**src/rtl/nxor_reduce_pipe.sv**
```systemverilog
// Pipelined per-lane XNOR reduction of N operands with a valid/ready stream.
// Define NXOR_REDUCE_ACCUM_EN to fold each frame into one output beat on I_LAST.
module nxor_reduce_pipe #(
    parameter int N     = 4,
    parameter int WIDTH = 2
) (
    input  logic                 CLK,
    input  logic                 RESETN,
    input  logic [N*WIDTH-1:0]   I,
    input  logic                 I_VALID,
    input  logic                 I_LAST,
    output logic                 I_READY,
    output logic [WIDTH-1:0]     O,
    output logic                 O_VALID,
    output logic                 O_LAST,
    input  logic                 O_READY
);

    function automatic int calc_stages(input int n);
        int s;
        int c;
        s = 0;
        c = n;
        while (c > 1) begin
            c = (c + 3) / 4;
            s++;
        end
        if (s < 1) s = 1;
        return s;
    endfunction

    localparam int STAGES = calc_stages(N);

    typedef logic [N-1:0][WIDTH-1:0] terms_t;

    terms_t             w_stage [STAGES];
    logic [STAGES-1:0]  w_vld;
    logic [STAGES-1:0]  w_last;
    logic               w_adv;
    logic [WIDTH-1:0]   w_beat;

    logic [WIDTH-1:0]   r_o;
    logic               r_ov;
    logic               r_ol;

    // One global enable: the whole pipe freezes while the output is held.
    assign w_adv   = ~r_ov | O_READY;
    assign I_READY = w_adv;

    assign w_stage[0] = I;
    assign w_vld[0]   = I_VALID;
    assign w_last[0]  = I_LAST;

    // Intermediate stages: groups of 4 terms; entries past the live count stay 0.
    for (genvar s = 1; s < STAGES; s++) begin : g_stage
        terms_t w_x;
        terms_t r_d;
        logic   r_v;
        logic   r_l;

        for (genvar g = 0; g < N; g++) begin : g_grp
            logic [3:0][WIDTH-1:0] w_t;
            for (genvar j = 0; j < 4; j++) begin : g_t
                if (4*g + j < N) begin : g_live
                    assign w_t[j] = w_stage[s-1][4*g + j];
                end else begin : g_pad
                    assign w_t[j] = '0;
                end
            end
            assign w_x[g] = w_t[0] ^ w_t[1] ^ w_t[2] ^ w_t[3];
        end

        always_ff @(posedge CLK or negedge RESETN) begin
            if (!RESETN) begin
                r_d <= '0;
                r_v <= 1'b0;
                r_l <= 1'b0;
            end else if (w_adv) begin
                r_d <= w_x;
                r_v <= w_vld[s-1];
                r_l <= w_last[s-1];
            end
        end

        assign w_stage[s] = r_d;
        assign w_vld[s]   = r_v;
        assign w_last[s]  = r_l;
    end

    // Final group: at most 4 live terms remain, the rest are zero padding.
    for (genvar k = 0; k < N; k++) begin : g_red
        logic [WIDTH-1:0] w_acc;
        if (k == 0) begin : g_first
            assign w_acc = w_stage[STAGES-1][0];
        end else begin : g_next
            assign w_acc = g_red[k-1].w_acc ^ w_stage[STAGES-1][k];
        end
    end

    assign w_beat = g_red[N-1].w_acc;

`ifdef NXOR_REDUCE_ACCUM_EN
    logic [WIDTH-1:0] r_acc;

    always_ff @(posedge CLK or negedge RESETN) begin
        if (!RESETN) begin
            r_o   <= '0;
            r_ov  <= 1'b0;
            r_ol  <= 1'b0;
            r_acc <= '0;
        end else if (w_adv) begin
            r_ov <= w_vld[STAGES-1] & w_last[STAGES-1];
            r_ol <= w_vld[STAGES-1] & w_last[STAGES-1];
            if (w_vld[STAGES-1]) begin
                if (w_last[STAGES-1]) begin
                    r_o   <= ~(r_acc ^ w_beat);
                    r_acc <= '0;
                end else begin
                    r_acc <= r_acc ^ w_beat;
                end
            end
        end
    end
`else
    always_ff @(posedge CLK or negedge RESETN) begin
        if (!RESETN) begin
            r_o  <= '0;
            r_ov <= 1'b0;
            r_ol <= 1'b0;
        end else if (w_adv) begin
            r_ov <= w_vld[STAGES-1];
            r_ol <= w_vld[STAGES-1] & w_last[STAGES-1];
            if (w_vld[STAGES-1]) r_o <= ~w_beat;
        end
    end
`endif

    assign O       = r_o;
    assign O_VALID = r_ov;
    assign O_LAST  = r_ol;

endmodule

```
**config.mk**
```make
export PLATFORM = sky130hd
export DESIGN_NAME = nxor_reduce_pipe
export DESIGN_NICKNAME = d
export VERILOG_FILES = /design/src/rtl/nxor_reduce_pipe.sv
export SDC_FILE = /design/constraint.sdc
export NUM_CORES = 1
export LEC_CHECK = 0
export ABC_CLOCK_PERIOD_IN_PS = 1600
export CAP_MARGIN = 15
export CORE_AREA = 5 5 42 44
export CTS_CLUSTER_DIAMETER = 50
export DETAILED_ROUTE_END_ITERATION = 8
export DIE_AREA = 0 0 47 49
export PLACE_DENSITY = 0.51
export SYNTH_ARGS = -nofsm -noshare
export SYNTH_HDL_FRONTEND = slang
export SYNTH_SLANG_ARGS = --single-unit
```
**constraint.sdc**
```tcl
create_clock -name CLK -period 1.6 [get_ports CLK]
set_clock_uncertainty 0.2 [all_clocks]
set_input_delay 0.32 -clock CLK [delete_from_list [all_inputs] [get_ports CLK]]
set_output_delay 0.32 -clock CLK [all_outputs]
set_load 0.02 [all_outputs]
```
==> results of run 1 <==
-- worst max-delay path: stages --
cell,delay [ns]
clkdlybuf4s50_1,0.47
nand2b_4,0.13
buf_4,0.13
-- flip-flops by register name, summed over array words and instances, names as in the netlist --
signal and cells:
O_LAST 1, O_VALID 1, O 2
-- cell usage in the layout (no fill, tap or decap) --
cell	netlist	layout
buf_4	0	2
clkbuf_4	0	3
clkdlybuf4s50_1	0	12
dfrtp_1	4	4
dlygate4sd2_1	0	4
inv_1	1	1
mux2_2	2	2
nand2_1	1	1
nand2b_1	1	1
nand2b_4	0	1
nand3_1	1	1
o21ai_0	1	1
xnor2_1	6	6
-- per-stage QoR --
step | instance area (um^2) | util [%] | power [mW] | hold WS [ns]
after floorplan | 208 | - | 0.197 | -0.176
after global placement | 405 | 28.9 | 0.277 | 0.292
after detailed placement | 405 | 28.9 | 0.281 | 0.307
after CTS | 425 | 30.4 | 0.397 | 0.0873
after global routing | 425 | 30.4 | 0.415 | 0.0983
final | 425 | 30.4 | 0.385 | 0.0925
-- area by class of cell --
class | count | area [um^2]
Fill cell | 164 | 976
Timing Repair Buffer | 18 | 170
Multi-Input combinational cell | 13 | 109
Sequential cell | 4 | 100
Clock buffer | 3 | 22.5
Tap cell | 16 | 20.0
Inverter | 1 | 3.75
-- power breakdown --
| part | total (mW) | internal (mW) | switching (mW) | leakage [nW] |
|---|---|---|---|---|
| Combinational | 0.134 | 0.0764 | 0.0576 | 0.118 |
| Sequential | 0.130 | 0.121 | 0.00941 | 0.0471 |
| Clock | 0.121 | 0.0836 | 0.0370 | 0.0138 |
-- Yosys cell counts (all sizes together) --
cell type  n
nand2b     2
mux2       2
xnor2      6
nand2      1
inv        1
o21ai      1
nand3      1
dfrtp      4
-- logic make-up after synthesis --
group / Yosys count / share of synthesized area (%)
xor+xnor: 6 / 25.3
flops: 4 / 48.2
simple gates: 4 / 11.4
mux: 2 / 10.8
buf+inv: 1 / 1.81
compound gates: 1 / 2.41
-- per-layer routing --
layer,up-vias,share of wire (%)
li1,100,-
met1,88,34
met2,18,44
met3,0,22
met4,0,0
met5,-,0
-- worst paths after layout --
kind	to	from	slack (ns)	cells after the start
setup / recovery	I_READY	O_READY	0.03	3
hold / removal	O[0]$_DFFE_PN0P_	RESETN	0.09	1
setup reg to reg	O[0]$_DFFE_PN0P_	O_VALID$_DFFE_PN0P_	0.27	4
hold reg to reg	O[0]$_DFFE_PN0P_	O[0]$_DFFE_PN0P_	0.31	1
max in group asynchronous	O_LAST$_DFFE_PN0P_	RESETN	0.94	1
min in group CLK	O[0]$_DFFE_PN0P_	O[0]$_DFFE_PN0P_	0.31	1
==> flow_summary.json, run 1 <==
{
  "yosysSeqAreaShare_pct": 48.2,
  "drive_above_1_share_pct": 20.5,
  "final-hold-violation-count": 0,
  "critPathKind": "in2out",
  "grt_usage_pct": 5.85,
  "syn_nets": 31,
  "ys_top_cells_by_area": "dfrtp_1 (48%), xnor2_1 (25%), mux2_2 (11%)",
  "grt_use_met3_pct": 4.06,
  "synth_area_leader_cell": "dfrtp_1",
  "rsz0062_at_grt": "false",
  "fin_crit_ns": 1.57,
  "use_met1_pct": 5.07,
  "arrival_ns": 1.05,
  "busiest_layer": "met2",
  "cts_sinks": 4,
  "clk_root_buffer_cell": "clkbuf_4",
  "cts_tree": "yes",
  "grt_pass1_vias": 251,
  "hold_path.class": "in2async",
  "initial_core_util_pct": 14.8,
  "syn_area_um2": 208,
  "final_nets": 54,
  "cts-resized-gates": 10,
  "cts_max_level": 1,
  "cp-start-kind": "input port",
  "fin_ws_ns": 0.0265,
  "clockBufferDepth": 2,
  "grt_pass1_wl_um": 897,
  "vias": 206,
  "powerDensity_nw_per_um2": 904,
  "clk_pin_slew_ns": 0.04,
  "grt_max_degree": 5,
  "place_ws_ns": -0.450,
  "wl_um": 562,
  "area.growth.synth_to_final_pct": 105,
  "dieArea_um2": 2300,
  "syn_inst": 18,
  "ioPinCount": 18,
  "fin_cells": 55,
  "clock_latency_ns": 0.23,
  "timing.fmax_mhz": 636,
  "post_cts_buffers": 0,
  "die_h_um": 49,
  "coreArea_um2": 1400,
  "overflow": 0,
  "yosys.cell_types.count": 9,
  "outcome": "completed",
  "first_pass_iters": 1,
  "cts_hold_buf": 0,
  "dp_cells": 52,
  "num_rows": 14,
  "worst_pin_slew_ns": 0.211,
  "slew_headroom_pct": 86.0,
  "ys_ff_latch": 4,
  "cap_violations": 0,
  "cts_buffers": 3,
  "diodes": 0,
  "antenna_left": 0,
  "slew_viol_final": 0,
  "drt_iter0_drc": 0,
  "vias_per_cell": 3.75,
  "antenna_found_initial": 0,
  "cp_data_required_time_ns": 1.08,
  "avgSynthCellArea_um2": 11.5,
  "setup_viol": 0,
  "end_kind": "output port",
  "path_max_fanout": 2,
  "io_buffers": 17,
  "drc": 0,
  "wire_per_inst_um": 10.2,
  "timing.setup.tns_ns": 0,
  "grt_use_met2_pct": 8.37,
  "gp_congestion": 0.698,
  "synth_top_area_share_pct": 48.2,
  "period_share_pct": 98.3,
  "die_x_um": 47,
  "p_leak_nw": 0.179,
  "yosysWarnings": 0,
  "max-vdd-ir-drop_uv": 197
}
(Power assumes the default switching activity.)
==> run 2, diff against run 1 <==
==> constraint.sdc (replaced) <==
create_clock -name CLK -period 1.6 [get_ports CLK]
set_clock_uncertainty 0.2 [all_clocks]
set_input_delay 0.32 -clock CLK [delete_from_list [all_inputs] [get_ports CLK]]
set_output_delay 0.32 -clock CLK [all_outputs]
set_load 0.01 [all_outputs]
==> run 2 against run 1 <==
Net effect: via count did not move; first-iteration DRC count did not move; combinational power fell by 13%; sequential cell count did not move; largest cell class unchanged; design area fell by 1.2%.
==> flow_summary.json, run 2 (same netlist as run 1, synthesis figures left out) <==
{
  "critPathKind": "in2out",
  "p_leak_nw": 0.172,
  "end_kind": "output port",
  "antenna_found_initial": 0,
  "arrival_ns": 1.05,
  "clock_latency_ns": 0.23,
  "cp_data_required_time_ns": 1.08,
  "diodes": 0,
  "first_pass_iters": 1,
  "power.total_mw": 0.366,
  "outcome": "completed",
  "coreArea_um2": 1400,
  "io_buffers": 17,
  "seqPwrFrac_pct": 35.3,
  "fin_crit_ns": 1.57,
  "grt_max_degree": 5,
  "powerDensity_nw_per_um2": 871,
  "num_rows": 14,
  "p_int_mw": 0.279,
  "grt_usage_pct": 5.85,
  "timing.fmax_mhz": 635,
  "die_h_um": 49,
  "slowest_stage": "clkdlybuf4s50_1",
  "dieArea_um2": 2300,
  "post_cts_buffers": 0,
  "slew_headroom_pct": 87.7,
  "cts_tree": "yes",
  "ioPinCount": 18,
  "cts_sinks": 4,
  "path_cells": "clkdlybuf4s50_1 -> nand2b_2 -> buf_2",
  "vias": 206,
  "final_common_cell": "clkdlybuf4s50_1",
  "cp-start-kind": "input port",
  "drc": 0,
  "gp_congestion": 0.698,
  "final-hold-violation-count": 0,
  "die_x_um": 47,
  "rsz0062_at_grt": "false",
  "setup_viol": 0,
  "p_sw_share_pct": 23.9,
  "power_frac_comb_pct": 31.8,
  "switchingPower_mw": 0.0875,
  "place_ws_ns": -0.382,
  "area.growth.synth_to_final_pct": 102,
  "slew_viol_final": 0,
  "fin_ws_ns": 0.0254,
  "clkPwrFrac_pct": 32.9,
  "final_nets": 54,
  "clk_root_buffer_cell": "clkbuf_4",
  "cts_buffers": 3,
  "largest_reg_flops": 2,
  "cts_max_level": 1,
  "slowest_delay_ns": 0.41,
  "worst_pin_slew_ns": 0.184,
  "period_share_pct": 98.4,
  "grt_pass1_vias": 251,
  "path_max_fanout": 2,
  "clk_pin_slew_ns": 0.04,
  "overflow": 0,
  "grt_pass1_wl_um": 897,
  "vias_per_cell": 3.75,
  "final_cell_mix": "clkdlybuf4s50_1 (12), xnor2_1 (6), dfrtp_1 (4), dlygate4sd2_1 (4), clkbuf_4 (3)",
  "wl_um": 559,
  "drt_iter0_drc": 0,
  "initial_core_util_pct": 14.8,
  "cap_violations": 0,
  "max-vdd-ir-drop_uv": 180,
  "drive_above_1_share_pct": 23.1,
  "clockBufferDepth": 2,
  "wire_per_inst_um": 10.2,
  "hold_path.class": "in2async",
  "antenna_left": 0
}
-- run 2: changes by cell type in the layout (fill, tap and decap cells not counted) --
cell and delta:
nand2_2 +1, nand2b_4 -1, nand2_1 -1, nand2b_2 +1, buf_2 +1, buf_4 -1
-- run 2: metal layers --
layer  share of wire (%)  vias to the layer above  global-route usage [%]
met4                   0                        0                    5.53
met2                  44                       18                    8.37
met3                  22                        0                    4.06
met1                  33                       88                    5.07
li1                    -                      100                       -
met5                   0                        -                       0
-- run 2: layout make-up --
class | count | area, um^2
well taps | 16 | 20.0
fillers | 166 | 981
repair buffers | 18 | 168
inverters | 1 | 3.75
multi-input cells | 13 | 106
clock buffers | 3 | 22.5
flip-flops and latches | 4 | 100
-- run 2: power groups by stage --
stage,clock network (mW),registers [mW],logic [mW]
4_1_cts,0.130,0.130,0.118
2_1_floorplan,0,0.140,0.0406
3_3_place_gp,0,0.130,0.131
3_5_place_dp,0,0.132,0.133
5_1_grt,0.137,0.133,0.127
6_report,0.121,0.129,0.116
-- run 2: worst max-delay path: cells and delay by family --
| family | cells | cell delay, ns |
|---|---|---|
| buffers and inverters | 2 | 0.55 |
| AND/OR/NAND/NOR | 1 | 0.19 |
-- run 2: timing repair --
item / CTS / global route
endpoints found under the setup margin: 5 / 2
gates resized for setup: 8 / 1
hold buffers: 0 / 0
-- run 2: worst paths after layout --
check,from,endpoint,slack (ns),cells after the start
worst max-delay path,O_READY,I_READY,0.03,3
worst max register to register,O_VALID$_DFFE_PN0P_,O[0]$_DFFE_PN0P_,0.31,4
worst min register to register,O[0]$_DFFE_PN0P_,O[0]$_DFFE_PN0P_,0.31,1
worst min-delay path,RESETN,O[0]$_DFFE_PN0P_,0.09,1
max in group asynchronous,RESETN,O_LAST$_DFFE_PN0P_,0.94,1
min in group CLK,O[0]$_DFFE_PN0P_,O[0]$_DFFE_PN0P_,0.31,1
-- run 2: stage by stage --
| stage | setup TNS [ns] | std cells | utilization, % | hold slack [ns] | instance area, um^2 |
|---|---|---|---|---|---|
| after floorplan | 0 | 18 | - | -0.176 | 208 |
| after global placement | -0.664 | 52 | 28.9 | 0.292 | 405 |
| after detailed placement | -0.829 | 52 | 28.9 | 0.307 | 405 |
| after CTS | 0 | 55 | 29.8 | 0.0873 | 418 |
| after global routing | 0 | 55 | 30.0 | 0.0983 | 420 |
| final | 0 | 55 | 30.0 | 0.0927 | 420 |
==> run 3, diff against run 2 <==
CAP_MARGIN = default   (was 15)
==> results of run 3 <==
No change in the layout: final DEF, timing and power equal those of run 2.
==> RTL change 1: new RTL, config.mk and constraints of run 1 <==
Add a define of `NXOR_REDUCE_ACCUM_EN`.
--- a/src/rtl/nxor_reduce_pipe.sv
+++ b/src/rtl/nxor_reduce_pipe.sv
@@ -1,5 +1,7 @@
 // Pipelined per-lane XNOR reduction of N operands with a valid/ready stream.
 // Define NXOR_REDUCE_ACCUM_EN to fold each frame into one output beat on I_LAST.
+`define NXOR_REDUCE_ACCUM_EN
+
 module nxor_reduce_pipe #(
     parameter int N     = 4,
     parameter int WIDTH = 2
Check against the original RTL: not equivalent (a bounded check fails within 4 cycles, from zero or initial values and one cycle with RESETN low).
==> RTL change 1 against run 1 <==
Power increased by 54%. Routed wire length increased by 33%. Die area unchanged. Synthesized area increased by 41%. Critical path depth increased by 2. Final area increased by 28%. Sequential cell count increased by 1. Setup slack improved by 0.0073 ns.
==> RTL change 1: results (changes against run 1) <==
[run_status]
status=finished, final reports clean  ; unchanged

[route]
num_vias=265  ; was 206
firstDrtPassIters=2  ; was 1
routed_wirelength_um=750  ; was 562 µm
drt-wirelength-per-cell_um=11.7  ; was 10.2 µm
dr.first_iter.drc_count=4  ; was 0

[clocking]
ctsLongestPathBuffers=2  ; unchanged
root_cell_of_the_clock_tree=sky130_fd_sc_hd__clkbuf_4  ; unchanged
worst_setup_hold_path_clk_slew_ns=0.05

[final_layout]
antenna-diode-count=0  ; unchanged
num-nets-final=62  ; was 54
layout-drive-gt1-share=0.271  ; was 0.205

[global_route]
grt_start_max_net_pins=6  ; was 5
first_global_vias=280  ; was 251
grt_use_total=0.0784  ; was 0.0585
wire_length_of_the_first_global_routing_pass_mm=1.28  ; was 897 µm

[critical_path]
reg2reg_slack_ns=0.23  ; was 0.27 ns
path_max_fanout=3  ; was 2
worstPathArrival_ns=1.49  ; was 1.05 ns
cp-startpoint=I[0]  ; was O_READY
r2r-start=O_VALID$_DFFE_PN0N_  ; was O_VALID$_DFFE_PN0P_
critPathMaxStageDelay_ns=0.41  ; was 0.47 ns
worst_r2r_endpoint=r_acc[0]$_DFFE_PN0P_  ; was O[0]$_DFFE_PN0P_
cpLargestDelayFamily=XOR/XNOR gates  ; was buffers and inverters
worst-r2r-cell-count=5  ; was 4

[logic_synthesis]
synthesis.instances=26  ; was 18
syn-num-nets=39  ; was 31
synthTopCellsByArea=sky130_fd_sc_hd__dfrtp_1 (43%), sky130_fd_sc_hd__xnor2_1 (18%), sky130_fd_sc_hd__mux2_2 (7.7%), sky130_fd_sc_hd__nor4b_1 (6.0%), sky130_fd_sc_hd__xor2_1 (6.0%)  ; was sky130_fd_sc_hd__dfrtp_1 (48%), sky130_fd_sc_hd__xnor2_1 (25%), sky130_fd_sc_hd__mux2_2 (11%), sky130_fd_sc_hd__nand2b_2 (4.2%), sky130_fd_sc_hd__nand2b_1 (3.0%)
synthTopCellsByCount=sky130_fd_sc_hd__xnor2_1 (6), sky130_fd_sc_hd__dfrtp_1 (5)  ; was sky130_fd_sc_hd__xnor2_1 (6), sky130_fd_sc_hd__dfrtp_1 (4), sky130_fd_sc_hd__mux2_2 (2)
yosysUniqueCellTypes=13  ; was 9
synth-seq-area-share=0.427  ; was 0.482

[placed_design]
gp_routability_congestion=0.654  ; was 0.698
dpl_cell_area_um2=490  ; was 405 µm²
post-place-cells=60  ; was 52
detailedPlace.worstSlack_ns=-0.429  ; was -0.450 ns

[min_path]
hold_class=input port to async pin  ; unchanged

[power]
total_leakage_power_uw=0.000272  ; was 0.000179 µW
irDropWorstVdd_mv=0.380  ; was 0.197 mV

[sta]
worstMarginPinSlew_ns=0.293  ; was 0.211 ns
whs_ns=0.110  ; was 0.0925 ns

[die]
initial_standard_cell_utilization_of_the_core=0.209  ; was 0.148

-- RTL change 1: worst max path at each step --
| stage | end | slack (ns) | depth (start not counted) |
|---|---|---|---|
| CTS | O[1]$_DFFE_PN0P_ | 0.0003 | 5 |
| detailed placement | I_READY | -0.43 | 3 |
| global placement | I_READY | -0.40 | 3 |
| floorplan | O[0]$_DFFE_PN0P_ | 0.08 | 3 |
| global route | r_acc[0]$_DFFE_PN0P_ | -0.02 | 6 |
| finish | O[0]$_DFFE_PN0P_ | 0.03 | 5 |
-- RTL change 1: logic make-up (layout without fill, tap and decap cells) --
group | Yosys count | count (layout) | share of synthesized area
xor+xnor | 8 | 8 | 0.239
simple gates | 7 | 7 | 0.150
flops | 5 | 5 | 0.427
compound gates | 3 | 3 | 0.0812
mux | 2 | 2 | 0.0769
buf+inv | 1 | 23 | 0.0257
-- RTL change 1: per-layer routing --
metal / share of wire / track usage / vias up
li1: - / - / 133
met3: 0.11 / 0.0369 / 2
met2: 0.50 / 0.118 / 10
met5: 0 / 0 / -
met1: 0.38 / 0.0889 / 120
met4: 0.0080 / 0.0415 / 0
-- RTL change 1: repair_timing --
action	CTS	global route
resized for setup	14	8
buffers inserted	0	0
endpoints found under the setup margin	9	5
hold buffers	0	0
pin swaps	6	3
gates cloned	0	0
-- RTL change 1: final cells by class --
cell class              instances  area [µm²]
repair buffers                 19         180
fillers                       146         856
clock buffers                   4        26.3
well taps                      16        20.0
multi-input cells              20         194
flip-flops and latches          5         125
-- RTL change 1: power breakdown --
group / internal, µW / switching (µW) / total, µW
combinational: 133 / 105 / 238
sequential: 171 / 31.7 / 202
clock: 94.7 / 57.6 / 152
total: 398 / 194 / 592
==> RTL change 2: new RTL, settings of run 1 <==
Made on the original files. Change the parameter `N` from 4 to 2.
--- a/src/rtl/nxor_reduce_pipe.sv
+++ b/src/rtl/nxor_reduce_pipe.sv
@@ -1,7 +1,7 @@
 // Pipelined per-lane XNOR reduction of N operands with a valid/ready stream.
 // Define NXOR_REDUCE_ACCUM_EN to fold each frame into one output beat on I_LAST.
 module nxor_reduce_pipe #(
-    parameter int N     = 4,
+    parameter int N     = 2,
     parameter int WIDTH = 2
 ) (
     input  logic                 CLK,
Ports: changed (resized I); port bits go from 18 to 14. The function was not compared with the original's and may differ.
==> RTL change 2 against run 1 <==
Final area down 14%. Synthesized area down 6.6%. Sequential cell count unchanged. Fmax is 1.5% higher. Power fell by 10%. Sequential share of layout area increased by 3.8 points. First-iteration DRC count increased by 1. Die area unchanged. Sequential power is 5% lower. Setup slack better by 0.023 ns. Routed wire length is 12% lower.
==> RTL change 2: results (changes against run 1) <==
[global_route]
grt_use_total=0.0587  ; was 0.0585
grt_antenna_before_repair=0  ; unchanged
grt_use_met1=0.0533  ; was 0.0507
gr-usage-met2=0.0656  ; was 0.0837
first_global_vias=191  ; was 251
wire_length_of_the_first_global_routing_pass_um=814  ; was 897 µm
grtUsageMet3=0.0554  ; was 0.0406

[placed_design]
post-place-cells=44  ; was 52
numPortBuffers=13  ; was 17
dpl_cell_area_um2=352  ; was 405 µm²
detailedPlace.worstSlack_ns=-0.422  ; was -0.450 ns
gp_routability_congestion=0.718  ; was 0.698

[route]
avgViaCountPerCell=3.49  ; was 3.75
firstDrtPassIters=2  ; was 1
drt-wirelength-per-cell_um=10.5  ; was 10.2 µm
top_layer_used=met4  ; was met3
dr.first_iter.drc_count=1  ; was 0
wl_met1_um=182  ; was 189 µm
wl_met3_um=122  ; was 125 µm
met2RoutedLength_um=183  ; was 247 µm

[logic_synthesis]
synth-seq-area-share=0.516  ; was 0.482
syn_avg_cell_area_um2=13.9  ; was 11.5 µm²
synth.area.mux_share=0.155  ; was 0.108
syn-num-nets=23  ; was 31
synth-warning-count=0  ; unchanged
post_synth_xor_area_fraction=0.0903  ; was 0.253
synthTopCellsByArea=sky130_fd_sc_hd__dfrtp_1 (52%), sky130_fd_sc_hd__mux2_4 (15%), sky130_fd_sc_hd__xnor2_1 (9.0%), sky130_fd_sc_hd__nand2b_4 (7.1%), sky130_fd_sc_hd__nand2_4 (5.8%)  ; was sky130_fd_sc_hd__dfrtp_1 (48%), sky130_fd_sc_hd__xnor2_1 (25%), sky130_fd_sc_hd__mux2_2 (11%), sky130_fd_sc_hd__nand2b_2 (4.2%), sky130_fd_sc_hd__nand2b_1 (3.0%)
synth_compound_area_frac=0.0258  ; was 0.0241
synthTopCellsByCount=sky130_fd_sc_hd__dfrtp_1 (4), sky130_fd_sc_hd__mux2_4 (2), sky130_fd_sc_hd__xnor2_1 (2)  ; was sky130_fd_sc_hd__xnor2_1 (6), sky130_fd_sc_hd__dfrtp_1 (4), sky130_fd_sc_hd__mux2_2 (2)

[final_layout]
utilization=0.262  ; was 0.304
layout-drive-gt1-share=0.290  ; was 0.205
stdcell_count=47  ; was 55
final.fill_count=157  ; was 164

[sta]
worst_slew_margin_rel=0.857  ; was 0.860

[critical_path]
worstPathArrival_ns=1.03  ; was 1.05 ns

[power]
irDropWorstVdd_mv=0.240  ; was 0.197 mV
total_leakage_power_uw=0.000170  ; was 0.000179 µW

[run_status]
status=finished, final reports clean  ; unchanged

[clocking]
post_cts_setup_bufs=0  ; unchanged

RTL change 2: where the power goes:
part / internal (µW) / total (µW) / switching (µW) / leakage (µW)
sequential: 116 / 124 / 8.70 / 0.0000471
combinational: 57.1 / 100 / 43.4 / 0.000109
clock: 83.6 / 120 / 36.5 / 0.0000138
RTL change 2: path summary, 6_finish.rpt:
kind | start | to | slack [ns] | cells past startpoint
max in group asynchronous | RESETN | O_LAST$_DFFE_PN0P_ | 0.94 | 1
hold reg to reg | O[1]$_DFFE_PN0P_ | O[1]$_DFFE_PN0P_ | 0.31 | 1
min in group CLK | O[1]$_DFFE_PN0P_ | O[1]$_DFFE_PN0P_ | 0.31 | 1
hold / removal | RESETN | O_VALID$_DFFE_PN0P_ | 0.09 | 1
setup reg to reg | O_VALID$_DFFE_PN0P_ | O[0]$_DFFE_PN0P_ | 0.31 | 4
setup / recovery | O_READY | I_READY | 0.05 | 3
RTL change 2: final cells by class:
class                           instances  area share
Timing Repair Buffer                   14       0.355
Clock buffer                            3      0.0614
Sequential cell                         4       0.273
Multi-Input combinational cell          9       0.246
Inverter                                1      0.0102
Tap cell                               16      0.0546
RTL change 2: repair_timing:
item	in CTS	in global routing
hold endpoints to repair	0	0
setup endpoints to repair	5	1
resized for setup	8	1
pin swaps	0	0
RTL change 2: worst reg2reg max path: stages (launching register included):
cell and delay (ns):
sky130_fd_sc_hd__dfrtp_1 0.41, sky130_fd_sc_hd__nand2b_4 0.09, sky130_fd_sc_hd__buf_4 0.13, sky130_fd_sc_hd__nand2_4 0.06
sky130_fd_sc_hd__mux2_4 0.30
